File: src/rtl/cmem_ctrl.sv
`timescale 1ns / 1ps
// Context-memory controller: arbitrates host bus accesses against kernel
// execution and sequences instruction-line fetches to all rows in parallel.
module cmem_ctrl #(
    parameter int unsigned N_ROW        = 4,
    parameter int unsigned IMEM_N_LINES = 128,
    parameter int unsigned DATA_WIDTH   = 32,
    localparam int unsigned ROW_W       = $clog2(N_ROW),
    localparam int unsigned LINE_W      = $clog2(IMEM_N_LINES)
) (
    input  logic                                clk_i,
    input  logic                                rst_ni,
    // host bus
    input  logic                                bus_req_i,
    output logic                                bus_gnt_o,
    input  logic                                bus_we_i,
    input  logic [ROW_W+LINE_W-1:0]             bus_addr_i,
    input  logic [DATA_WIDTH-1:0]               bus_wdata_i,
    output logic                                bus_rvalid_o,
    output logic [DATA_WIDTH-1:0]               bus_rdata_o,
    // kernel execution
    input  logic                                exec_start_i,
    input  logic [LINE_W-1:0]                   exec_pc_i,
    input  logic [LINE_W:0]                     exec_len_i,
    input  logic                                exec_stall_i,
    output logic                                exec_busy_o,
    output logic                                exec_done_o,
    output logic                                instr_valid_o,
    output logic [LINE_W-1:0]                   instr_pc_o,
    // context memories
    output logic [N_ROW-1:0]                    cm_row_req_o,
    output logic                                cm_we_o,
    output logic [LINE_W-1:0]                   cm_addr_o,
    output logic [DATA_WIDTH-1:0]               cm_wdata_o,
    input  logic [N_ROW-1:0][DATA_WIDTH-1:0]    cm_rdata_i
);

    typedef enum logic [1:0] {StIdle, StRun, StFlush} state_e;

    state_e              state_q, state_d;
    logic [LINE_W-1:0]   pc_q, pc_d;
    logic [LINE_W:0]     rem_q, rem_d;
    logic                fetch;

    logic                rvalid_q;
    logic                rd_we_q;
    logic [ROW_W-1:0]    rd_row_q;
    logic                instr_valid_q;
    logic [LINE_W-1:0]   instr_pc_q;

    logic [ROW_W-1:0]    bus_row;
    logic [LINE_W-1:0]   bus_line;

    assign bus_row  = bus_addr_i[ROW_W+LINE_W-1:LINE_W];
    assign bus_line = bus_addr_i[LINE_W-1:0];

    // Next-state and memory-side outputs; outputs are forced low while reset is held.
    always_comb begin
        state_d      = state_q;
        pc_d         = pc_q;
        rem_d        = rem_q;
        fetch        = 1'b0;
        bus_gnt_o    = 1'b0;
        cm_row_req_o = '0;
        cm_we_o      = 1'b0;
        cm_addr_o    = '0;
        cm_wdata_o   = '0;
        if (rst_ni) begin
            unique case (state_q)
                StIdle: begin
                    // A start always beats a pending host access.
                    if (exec_start_i) begin
                        if (exec_len_i != '0) begin
                            pc_d    = exec_pc_i;
                            rem_d   = exec_len_i;
                            state_d = StRun;
                        end else begin
                            state_d = StFlush;
                        end
                    end else if (bus_req_i) begin
                        bus_gnt_o = 1'b1;
                        for (int r = 0; r < int'(N_ROW); r++) begin
                            cm_row_req_o[r] = (bus_row == ROW_W'(r));
                        end
                        cm_we_o    = bus_we_i;
                        cm_addr_o  = bus_line;
                        cm_wdata_o = bus_wdata_i;
                    end
                end
                StRun: begin
                    if (!exec_stall_i) begin
                        fetch        = 1'b1;
                        cm_row_req_o = '1;
                        cm_addr_o    = pc_q;
                        pc_d         = pc_q + 1'b1;  // wraps modulo IMEM_N_LINES
                        rem_d        = rem_q - 1'b1;
                        if (rem_q == (LINE_W + 1)'(1)) begin
                            state_d = StFlush;
                        end
                    end
                end
                StFlush: state_d = StIdle;
                default: state_d = StIdle;
            endcase
        end
    end

    // FSM state, program counter and remaining-line counter.
    always_ff @(posedge clk_i or negedge rst_ni) begin
        if (!rst_ni) begin
            state_q <= StIdle;
            pc_q    <= '0;
            rem_q   <= '0;
        end else begin
            state_q <= state_d;
            pc_q    <= pc_d;
            rem_q   <= rem_d;
        end
    end

    // Bus response tracking: remember which row was granted and whether it was a read.
    always_ff @(posedge clk_i or negedge rst_ni) begin
        if (!rst_ni) begin
            rvalid_q <= 1'b0;
            rd_we_q  <= 1'b0;
            rd_row_q <= '0;
        end else begin
            rvalid_q <= bus_gnt_o;
            if (bus_gnt_o) begin
                rd_we_q  <= bus_we_i;
                rd_row_q <= bus_row;
            end
        end
    end

    // Fetch tag: memory data for the line fetched last cycle is on cm_rdata_i now.
    always_ff @(posedge clk_i or negedge rst_ni) begin
        if (!rst_ni) begin
            instr_valid_q <= 1'b0;
            instr_pc_q    <= '0;
        end else begin
            instr_valid_q <= fetch;
            instr_pc_q    <= cm_addr_o;
        end
    end

    // Read data is muxed straight from the memories, which answer one cycle after grant.
    always_comb begin
        bus_rdata_o = '0;
        if (rvalid_q && !rd_we_q) begin
            bus_rdata_o = cm_rdata_i[rd_row_q];
        end
    end

    assign bus_rvalid_o  = rvalid_q;
    assign exec_busy_o   = (state_q != StIdle);
    assign exec_done_o   = (state_q == StFlush);
    assign instr_valid_o = instr_valid_q;
    assign instr_pc_o    = instr_pc_q;

endmodule

File: config.mk
export PLATFORM = sky130hd
export DESIGN_NAME = cmem_ctrl
export DESIGN_NICKNAME = d
export VERILOG_FILES = /design/src/rtl/cmem_ctrl.sv
export SDC_FILE = /design/constraint.sdc
export NUM_CORES = 1
export LEC_CHECK = 0
export BUFFER_PORTS_ARGS = -buffer_cell sky130_fd_sc_hd__buf_2
export CORE_AREA = 2 2 108 110
export DETAILED_ROUTE_END_ITERATION = 10
export DIE_AREA = 0 0 110 112
export SLEW_MARGIN = 20
export SYNTH_ARGS = -nofsm -noshare
export SYNTH_HDL_FRONTEND = slang
export SYNTH_SLANG_ARGS = --single-unit
File: constraint.sdc
create_clock -name clk_i -period 1.85 [get_ports clk_i]
set_input_delay 0.185 -clock clk_i [delete_from_list [all_inputs] [get_ports clk_i]]
set_output_delay 0.185 -clock clk_i [all_outputs]
set_load 0.03 [all_outputs]
**Word level (Yosys, flattened, before mapping)**

Index checks and enable logic that the tools add are counted.

- Register bits after elaboration: 29
- Latch bits: 0
- Memory bits (writable): 0
- ROM bits: 0
- Bits of input ports: 190
- Output and inout port bits: 88
- Word-level logic and storage cells: 71
- Memories kept: 0

- Add/subtract/negate cells: 2
- $mul: 0
- Divide/modulo/power cells: 0
- $lt $le $gt $ge: 1
- Equality and inequality tests: 10
- Shift operators: 0
- Multiplexer cells: 41
- Bitwise logic cells: 0
- Reductions and logical operators: 9

Operators by type and width:

| cell | number |
|---|---|
| $mux W32 | 6 |
| $bmux W32 S2 | 1 |
| $mux W7 | 7 |
| $pmux W7 S2 | 2 |
| $mux W8 | 3 |
| $mux W4 | 4 |
| $pmux W8 S2 | 1 |
| $mux W1 | 11 |
| $eq A8 B1 Y1 const B | 1 |
| $mux W2 | 4 |
| $ne A2 B2 Y1 const B | 4 |
| $pmux W4 S2 | 1 |
| $reduce_bool A8 Y1 | 1 |
| $sub A8 B1 Y8 const B | 1 |
| $add A7 B1 Y7 const B | 1 |
| $eq A2 B2 Y1 const B | 3 |
| $reduce_and A5 Y1 | 1 |
| $eq A2 B1 Y1 const B | 2 |
| $logic_not A2 Y1 | 2 |
| $pmux W2 S2 | 1 |
| $reduce_and A4 Y1 | 1 |
| $reduce_bool A2 Y1 | 2 |
| $lt A2 B3 Y1 const B | 1 |
| $logic_and A1 B1 Y1 | 1 |
| $logic_not A1 Y1 | 1 |

**Logic depth before layout (Yosys ltp)**

Gate-level depths: netlist (run 1).

- Depth after elaboration: 5
- Depth in mapped cells: 6

**Worst setup path after synthesis (run 1)**

OpenSTA, ideal clock, no wires.

- Path type: reg2out
- Start point: register state_q[0]
- End point: output port cm_addr_o[0]
- Arrival: 1.885 ns
- Required time: 1.665 ns
- Setup slack: -0.220 ns
- Cell stages (with the launch flop): 6
- Path through: dfrtp_1 or2_2 nor3b_4 buf_2 a22oi_1 nor2_1

- Longest elaborated chain between the ends: 3
- Elaborated cells between the ends (all ways): 4

RTL lines:

| what | line | source |
|---|---|---|
| start: declaration | 40 | `state_e state_q, state_d;` |
| start signal: assignment | 111 | `state_q <= StIdle;` |
| start signal: assignment | 115 | `state_q <= state_d;` |
| $eq A2 B1 Y1 or $logic_not A2 Y1 (tied branches) | 69 | `unique case (state_q)` |
| $pmux W7 S2 * | 69 |  |
| $mux W7 * | 68 | `if (rst_ni) begin` |
| end: declaration | 33 | `output logic [LINE_W-1:0] cm_addr_o,` |

Every way passes the cells marked *; elsewhere a longest branch is shown, timed or not.

**Worst setup path in the final report (run 1)**

- Start point: register state_q[1]
- End point: output port cm_addr_o[6]

Same word-level chain as after synthesis.

==> impl_metrics.json, run 1 <==
{
  "grtUsageTotal_pct": 19.9,
  "drive_gt1_share_pct": 64.1,
  "port_buffers": 277,
  "finClkSkew_ns": 0.00415,
  "firstDrtPassIters": 4,
  "worst_setup_path_start_kind": "flip-flop",
  "status": "complete, but fails checks",
  "io-pin-count": 278,
  "coreArea_mm2": 0.0112,
  "root_buffer": "clkbuf_16",
  "syn_to_final_growth_pct": 81.9,
  "powerDensity_mw_per_mm2": 1150,
  "overflow": 0,
  "drt_iter0_markers": 199,
  "htreeDepth": 2,
  "ant_nets": 0,
  "ys_seq_area_share_pct": 25.7,
  "place_congestion": 0.872,
  "worstMarginPinSlew_ns": 0.414,
  "cts.sinks": 29,
  "viasPerCell": 4.94,
  "power_uw": 5930,
  "rows": 39,
  "min_period_ns": 1.99,
  "ff2ff_setup_slack_ns": 0.11,
  "worstPathMaxFanout": 7,
  "nNetsFinal": 766,
  "postLayoutSetupSlackWorst_ns": -0.140,
  "dp_hpwl_um": 11200,
  "r2r_start": "state_q[1]",
  "dieArea_mm2": 0.0123,
  "critPathRequiredTime_ns": 1.66,
  "clock_path_buffers": 2,
  "synth_top_cell_area_share_pct": 25.7,
  "wl_met1_um": 5330,
  "reg2reg_depth": 6,
  "cts_tree": "done",
  "wl_met2_um": 7150,
  "finalHoldViolations": 0,
  "routed_wl_um": 13600,
  "max_freq_ghz": 0.502,
  "grt_pass1_wl_um": 18700,
  "drc_errors": 0,
  "via_count": 3546,
  "yosysWarnings": 0,
  "finalCritPeriodShare_pct": 108,
  "end_kind": "primary output",
  "holdCritPathClass": "primary input to async pin",
  "antenna_found_initial": 1,
  "clk_pin_slew_ns": 0.05,
  "met3WireLength_um": 966,
  "grt_pass1_vias": 3561,
  "ys_types": 43,
  "worstPathArrival_ns": 1.81,
  "die_x_um": 110,
  "dieHeight_um": 112,
  "netlist_instances": 291,
  "worst-setup-path-type": "flip-flop to primary output",
  "syn_area_per_cell_um2": 9.72,
  "rsz0062_at_grt": "yes",
  "cap_violations": 0,
  "start_util_pct": 25.3,
  "syn_nets": 484,
  "ys_seq_elements": 29,
  "clk_latency_ns": 0.27,
  "cellLeakagePower_uw": 0.00261,
  "r2r-end": "rd_row_q[0]",
  "wl_per_cell_um": 18.9,
  "peakVddDrop_uv": 678,
  "mappedNetlistArea_mm2": 0.00283,
  "slew_headroom_pct": 72.4,
  "dr.max_layer_used": "met4",
  "yosysTopAreaCell": "dfrtp_1",
  "cts_made_buffers": 5,
  "slew_violations": 0,
  "failed_checks": "negative setup slack",
  "utilization_pct": 46.0,
  "synth_top_cells_by_area": "dfrtp_1 26%, mux4_2 25%, and3_1 8.0%",
  "finalSetupViolCount": 77,
  "grt_max_degree": 48
}
## state kept, by name (all words and copies together), names as in the netlist
register	cells
rem_q	8
instr_pc_o	7
pc_q	7
rd_row_q	2
state_q	2
bus_rvalid_o	1
instr_valid_o	1
rd_we_q	1
## cell families after synthesis
group,share of synthesized area [%]
AOI/OAI and AO/OA,13.6
DFF,25.7
and+or+nand+nor,26.8
muxes,27.4
adders and majority gates,1.33
buffers and inverters,5.22
## critical path, cell delays in order (launching register included)
cell	delay [ns]
dfrtp_1	0.37
or2_4	0.27
nor3b_4	0.20
buf_6	0.13
buf_12	0.11
buf_12	0.11
a22oi_2	0.06
nor2_4	0.14
buf_6	0.14
## timing repair
action	CTS	global route
setup endpoints to repair	76	77
pin swaps	0	9
setup buffers	1	4
cloned	0	2
hold endpoints to repair	5	5
gates resized for setup	53	53
## worst max path at each step
stage,startpoint,to
floorplan,state_q[0],rd_row_q[0]
global placement,state_q[0],cm_wdata_o[14]
detailed placement,state_q[0],cm_wdata_o[21]
CTS,state_q[0],cm_wdata_o[21]
global route,state_q[1],cm_addr_o[6]
finish,state_q[1],cm_addr_o[6]
## cell type report
| type | instances | area, um2 |
|---|---|---|
| Inverter | 6 | 22.5 |
| Timing Repair Buffer | 304 | 1970 |
| Sequential cell | 29 | 727 |
| Antenna cell | 1 | 2.50 |
| Clock buffer | 7 | 143 |
| Tap cell | 143 | 179 |
| Multi-Input combinational cell | 227 | 2070 |
| Fill cell | 1110 | 6030 |
| Clock inverter | 1 | 30.0 |
## layout by cell type, fill, tap and decap left out, drive strengths merged, types with 6 or more instances in the layout
master,n
a21oi,6
buf,267
clkbuf,42
a22oi,10
o21ai,12
mux4,32
nor2,26
and3,37
dfrtp,29
inv,6
a31oi,6
nor2b,35
o31ai,9
nand2b,6
## synthesized netlist by cell type
| cell type | n |
|---|---|
| o221ai_1 | 1 |
| o41ai_1 | 1 |
| o31ai_1 | 9 |
| or4_1 | 1 |
| o211ai_1 | 1 |
| and2_1 | 3 |
| a2bb2oi_1 | 2 |
| or2_1 | 1 |
| mux2i_1 | 2 |
| nor3b_4 | 1 |
| a21o_1 | 1 |
| or3_1 | 3 |
| or2_2 | 1 |
| a31o_2 | 1 |
| nor3_1 | 4 |
| a31oi_1 | 6 |
| o21ai_0 | 12 |
| a22oi_1 | 10 |
| nand4_1 | 1 |
| nand2b_1 | 6 |
| buf_4 | 2 |
| nor3b_1 | 2 |
| nor2_1 | 26 |
| clkbuf_1 | 20 |
| mux4_2 | 32 |
| and3_1 | 36 |
| o22ai_1 | 2 |
| ha_1 | 3 |
| o31a_1 | 1 |
| inv_1 | 6 |
| a21oi_1 | 6 |
| mux2_2 | 3 |
| nand3_1 | 2 |
| nor2b_1 | 35 |
| buf_2 | 7 |
| o21ba_1 | 1 |
| nand2_1 | 4 |
| or4_4 | 1 |
| dfrtp_1 | 29 |
| o21a_1 | 2 |
| o32a_1 | 1 |
| and3_4 | 1 |
| nor4_1 | 2 |
## layer usage
layer,global-route usage [%],up-vias
met4,3.38,0
met3,2.87,9
met1,24.4,1720
li1,-,1665
met5,0,-
met2,36.8,152
## metrics by stage
step                std cells  hold slack, ns  area [um2]  TNS (ns)  worst slack, ns
global placement          700          0.0464        4530         0            0.124
detailed placement        700          0.0580        4530         0           0.0673
CTS                       709          -0.239        4860     -8.72           -0.168
global route              718          0.0824        5140    -14.26           -0.235
finish                    718          0.0432        5140     -8.20           -0.140
floorplan                 291          -0.111        2880         0          0.00756
## power by group
part	internal (uW)	total, uW	switching (uW)	leakage, uW
sequential	876	1130	256	0.000367
clock	671	942	271	0.0000841
combinational	2020	3860	1840	0.00216
No activity file was read; power rests on OpenSTA's default activity.
==> run 2, diff against run 1 <==
Settings changed: CORE_AREA 2 2 108 110 to not set, CORE_UTILIZATION set to 25, DIE_AREA 0 0 110 112 to not set.
==> run 2 against run 1 <==
Die area fell by 4.7%. First-iteration DRC count fell by 4.5%. Largest cell class is now non-clock buffers. Final cell count rose by 0.14%. Highest routed layer unchanged. Register-to-register slack improved by 0.03 ns. Sequential power barely moved. Clock skew fell by 0.0024 ns. Largest power group unchanged. Clock power fell by 11%. The flow still finishes with violations (negative setup slack).
==> impl_metrics.json, run 2 (synthesis gave the netlist of run 1 again) <==
{
  "r2r-end": "rem_q[5]",
  "cap_violations": 0,
  "final-seq-area_um2": 727,
  "reg2reg_depth": 6,
  "finalHoldViolations": 0,
  "dpl_worst_slack_ns": 0.0928,
  "drc_errors": 0,
  "viasPerCell": 5.08,
  "holdCritPathClass": "primary input to flip-flop",
  "nNetsFinal": 768,
  "n_fill_cell": 1058,
  "firstDrtPassIters": 4,
  "powerDensity_mw_per_mm2": 1110,
  "cts_tree": "done",
  "root_buffer": "clkbuf_16",
  "finClkSkew_ns": 0.00176,
  "rsz0062_at_grt": "yes",
  "drt_iter0_markers": 190,
  "dieArea_mm2": 0.0117,
  "power.switching_uw": 2380,
  "dieHeight_um": 108,
  "worstPathArrival_ns": 1.81,
  "port_buffers": 277,
  "stdcell_count": 719,
  "drive_gt1_share_pct": 66.3,
  "clkPwrFrac_pct": 14.1,
  "htreeDepth": 2,
  "ff2ff_setup_slack_ns": 0.14,
  "wl_met1_um": 5470,
  "pwr-share-seq_pct": 19.1,
  "multi_input_area_mm2": 0.00211,
  "power_uw": 5930,
  "dr.max_layer_used": "met4",
  "design_area_mm2": 0.00532,
  "final_cell_mix": "201 x buf_2, 50 x buf_4, 43 x buf_6",
  "dp_cells": 699,
  "hp-start": "bus_addr_i[2]",
  "postLayoutSetupSlackWorst_ns": -0.143,
  "coreArea_mm2": 0.0109,
  "cts.sinks": 29,
  "grt_pass1_wl_um": 19200,
  "io-pin-count": 278,
  "r2r_start": "state_q[1]",
  "end_kind": "primary output",
  "failed_checks": "negative setup slack",
  "wl_per_cell_um": 19.6,
  "placed_cell_area_mm2": 0.00456,
  "clock_path_buffers": 2,
  "status": "complete, but fails checks",
  "hold_depth": 3,
  "start_util_pct": 25.9,
  "dp_hpwl_um": 11100,
  "max_freq_ghz": 0.502,
  "finalCritPeriodShare_pct": 108,
  "pwr-share-comb_pct": 66.8,
  "syn_to_final_growth_pct": 88.1,
  "final_common_cell": "buf_2",
  "rows": 38,
  "critPathRequiredTime_ns": 1.66,
  "slew_headroom_pct": 76.2,
  "ant_nets": 0,
  "via_count": 3651,
  "grt_pass1_vias": 3551,
  "worst-setup-path-type": "flip-flop to primary output",
  "clk_latency_ns": 0.27,
  "slew_violations": 0,
  "cts_made_buffers": 5,
  "finalSetupViolCount": 76,
  "grtUsageTotal_pct": 21.8,
  "grt_max_degree": 34,
  "whs_endpoint": "instr_pc_o[2]",
  "overflow": 0,
  "worstPathMaxFanout": 16,
  "swShare_pct": 40.2,
  "wl_met2_um": 7370,
  "die_x_um": 108,
  "largest_reg_flops": 8,
  "worstMarginPinSlew_ns": 0.358,
  "met3WireLength_um": 888,
  "antenna_found_initial": 2,
  "place_congestion": 0.880,
  "clk_pin_slew_ns": 0.05,
  "worst_setup_path_start_kind": "flip-flop",
  "top_register": "rem_q",
  "min_period_ns": 1.99,
  "peakVddDrop_uv": 589,
  "p_int_uw": 3550,
  "routed_wl_um": 14100,
  "cellLeakagePower_uw": 0.00264
}
## run 2: power by group through the flow
| stage | clock [uW] | sequential, uW | combinational [uW] |
|---|---|---|---|
| floorplan | 0 | 1100 | 2450 |
| global placement | 0 | 1100 | 3510 |
| detailed placement | 0 | 1110 | 3580 |
| CTS | 853 | 1110 | 3780 |
| global route | 875 | 1170 | 4250 |
| finish | 838 | 1130 | 3960 |
## run 2: area by class of cell
class / instances / share of cell area (%)
clock buffer: 7 / 2.87
antenna: 3 / 0.141
sequential: 29 / 13.7
multi-input combinational: 227 / 39.7
timing repair buffer: 306 / 39.8
clock inverter: 1 / 0.0941
inverter: 6 / 0.423
tap: 140 / 3.29
## run 2: what timing repair did
item,CTS,global route
gates cloned,1,4
gates resized for setup,116,27
pin swaps,2,5
setup endpoints to repair,76,77
hold endpoints to repair,2,0
buffers inserted,3,1
hold buffers,1,0
## run 2: per-layer routing
| layer | global-route usage, % | vias to the layer above |
|---|---|---|
| met4 | 7.53 | 0 |
| met3 | 3.80 | 22 |
| met2 | 38.9 | 163 |
| li1 | - | 1678 |
| met1 | 26.2 | 1788 |
| met5 | 0 | - |
## run 2: worst max-delay path by stage
stage | slack (ns) | start | end | cells past startpoint
floorplan | 0.008 | state_q[0] | rd_row_q[0] | 5
global placement | 0.11 | state_q[0] | cm_wdata_o[22] | 6
detailed placement | 0.09 | state_q[0] | rd_row_q[0] | 5
CTS | -0.14 | rd_row_q[0] | bus_rdata_o[1] | 4
global route | -0.23 | state_q[0] | cm_wdata_o[5] | 6
finish | -0.14 | state_q[0] | cm_wdata_o[15] | 6
## run 2: critical path: stages (launching register included)
cell and delay [ns]:
dfrtp_1 0.37, or2_4 0.26, nor3b_4 0.25, buf_12 0.18
clkbuf_16 0.16, and3_1 0.18, buf_6 0.14
## run 2: per-stage QoR
step / setup TNS (ns) / utilization [%] / hold WS, ns
global placement: 0 / 41.7 / 0.0372
global route: -13.72 / 48.6 / 0.211
CTS: -6.22 / 46.7 / 0.210
finish: -7.70 / 48.6 / 0.197
floorplan: 0 / - / -0.111
detailed placement: 0 / 41.7 / 0.0380
==> run 3, diff against run 2 <==
Settings changed: RECOVER_POWER set to 100.
==> run 3 against run 2 <==
The run still ends with negative setup slack left. Sequential power barely moved. Sequential cell count is the same. First-iteration DRC count fell by 3.7%. Wire length is essentially flat. Clock power about the same. Fmax is essentially flat. Largest cell class is now multi-input gates. Clock skew is essentially flat. Highest routed layer unchanged.
==> impl_metrics.json, run 3 (synthesis gave the netlist of run 1 again) <==
{
  "status": "complete, but fails checks",
  "failed_checks": "negative setup slack",
  "cts_made_buffers": 5,
  "clk_pin_slew_ns": 0.05,
  "grtUsageTotal_pct": 21.8,
  "wl_per_cell_um": 19.6,
  "worstPathMaxFanout": 16,
  "critPathRequiredTime_ns": 1.66,
  "top_register": "rem_q",
  "nNetsFinal": 768,
  "finClkSkew_ns": 0.00157,
  "viasPerCell": 5.03,
  "postLayoutSetupSlackWorst_ns": -0.143,
  "grt_max_degree": 34,
  "clk_latency_ns": 0.27,
  "dp_hpwl_um": 11100,
  "largest_reg_flops": 8,
  "dieHeight_um": 108,
  "io-pin-count": 278,
  "holdCritPathClass": "primary input to flip-flop",
  "finalSetupViolCount": 76,
  "antenna_found_initial": 2,
  "rsz0062_at_grt": "yes",
  "final_common_cell": "buf_2",
  "worst_setup_path_start_kind": "flip-flop",
  "cap_violations": 0,
  "crit_start": "state_q[0]",
  "cts.sinks": 29,
  "root_buffer": "clkbuf_16",
  "r2r_start": "state_q[0]",
  "utilization_pct": 48.5,
  "cpLargestDelayFamily": "simple AND/OR/NAND/NOR gates",
  "hp-start": "bus_addr_i[2]",
  "cpMaxStageDelayCell": "dfrtp_1",
  "path_cells": "or2_4 -> nor3b_4 -> buf_12 -> clkbuf_16 -> and3_1 -> buf_6",
  "start_util_pct": 25.9,
  "drt_iter0_markers": 183,
  "dp_cells": 699,
  "crit_path_max_incr_delay_ns": 0.37,
  "dieArea_mm2": 0.0117,
  "slew_violations": 0,
  "worstMarginPinSlew_ns": 0.767,
  "cellLeakagePower_uw": 0.00260,
  "rows": 38,
  "finalHoldViolations": 0,
  "worstPathArrival_ns": 1.81,
  "min_period_ns": 1.99,
  "drive_gt1_share_pct": 64.6,
  "grt_pass1_wl_um": 19200,
  "tns_ns": -7.67,
  "routed_wl_um": 14100,
  "reg2reg_depth": 5,
  "dpl_worst_slack_ns": 0.0928,
  "grt_pass1_vias": 3551,
  "ff2ff_setup_slack_ns": 0.16,
  "final_cell_mix": "192 x buf_2, 49 x buf_4, 43 x buf_6",
  "stdcell_count": 719,
  "end_kind": "primary output",
  "powerDensity_mw_per_mm2": 1110,
  "syn_to_final_growth_pct": 87.6,
  "port_buffers": 277,
  "hold_depth": 3,
  "clock_path_buffers": 2,
  "coreArea_mm2": 0.0109,
  "htreeDepth": 2,
  "ant_nets": 0,
  "finalCritPeriodShare_pct": 108,
  "slew_headroom_pct": 48.9,
  "drc_errors": 0,
  "via_count": 3617,
  "crit_buf_inv": 3,
  "place_congestion": 0.880,
  "max_freq_ghz": 0.502,
  "worst-setup-path-type": "flip-flop to primary output",
  "cts_tree": "done",
  "whs_endpoint": "instr_pc_o[2]",
  "die_x_um": 108,
  "firstDrtPassIters": 4,
  "overflow": 0,
  "r2r-end": "rd_row_q[0]",
  "peakVddDrop_uv": 586
}
[run 3: worst max-delay path by stage]
stage	to	slack, ns	cells after the start
finish	cm_wdata_o[15]	-0.14	6
CTS	bus_rdata_o[1]	-0.14	4
global route	cm_wdata_o[5]	-0.23	6
detailed placement	rd_row_q[0]	0.09	5
global placement	cm_wdata_o[22]	0.11	6
floorplan	rd_row_q[0]	0.008	5
[run 3: repair_timing]
item                       CTS  global route
setup endpoints to repair   76            77
hold buffers                 1             0
pin swaps                    2             5
cloned                       1             4
gates resized for setup    116            27
setup buffers                3             1
hold endpoints to repair     2             0
[run 3: cell type report]
cell class	count	area [um2]
clock buffers	7	153
multi-input cells	227	2110
flip-flops and latches	29	727
well taps	140	175
fillers	1066	5630
diodes	3	7.51
repair buffers	306	2100
inverters	6	22.5
clock inverters	1	5.00
[run 3: metrics by stage]
step                power [uW]  instance area (um2)  hold WS (ns)
finish                    5910                 5310         0.197
global route              6290                 5300         0.211
CTS                       5740                 5110         0.210
detailed placement        4690                 4560        0.0380
global placement          4610                 4560        0.0372
floorplan                 3560                 2880        -0.111
[run 3: layer usage]
metal / track usage (%) / part of all wire [%] / vias to the layer above
li1: - / - / 1681
met1: 26.2 / 39 / 1762
met2: 38.9 / 52 / 152
met3: 3.80 / 6.5 / 22
met4: 7.53 / 2.4 / 0
met5: 0 / 0 / -
[run 3: report_power, final]
group | switching [uW] | leakage [uW] | internal (uW)
clock network | 268 | 0.0000799 | 568
logic | 1850 | 0.00215 | 2090
registers | 256 | 0.000367 | 876
[run 3: worst min-delay path, delay by kind of cell]
family	cells	cell delay [ns]
and+or+nand+nor	1	0.09
AOI/OAI and AO/OA	1	0.06
buffers and inverters	1	0.08
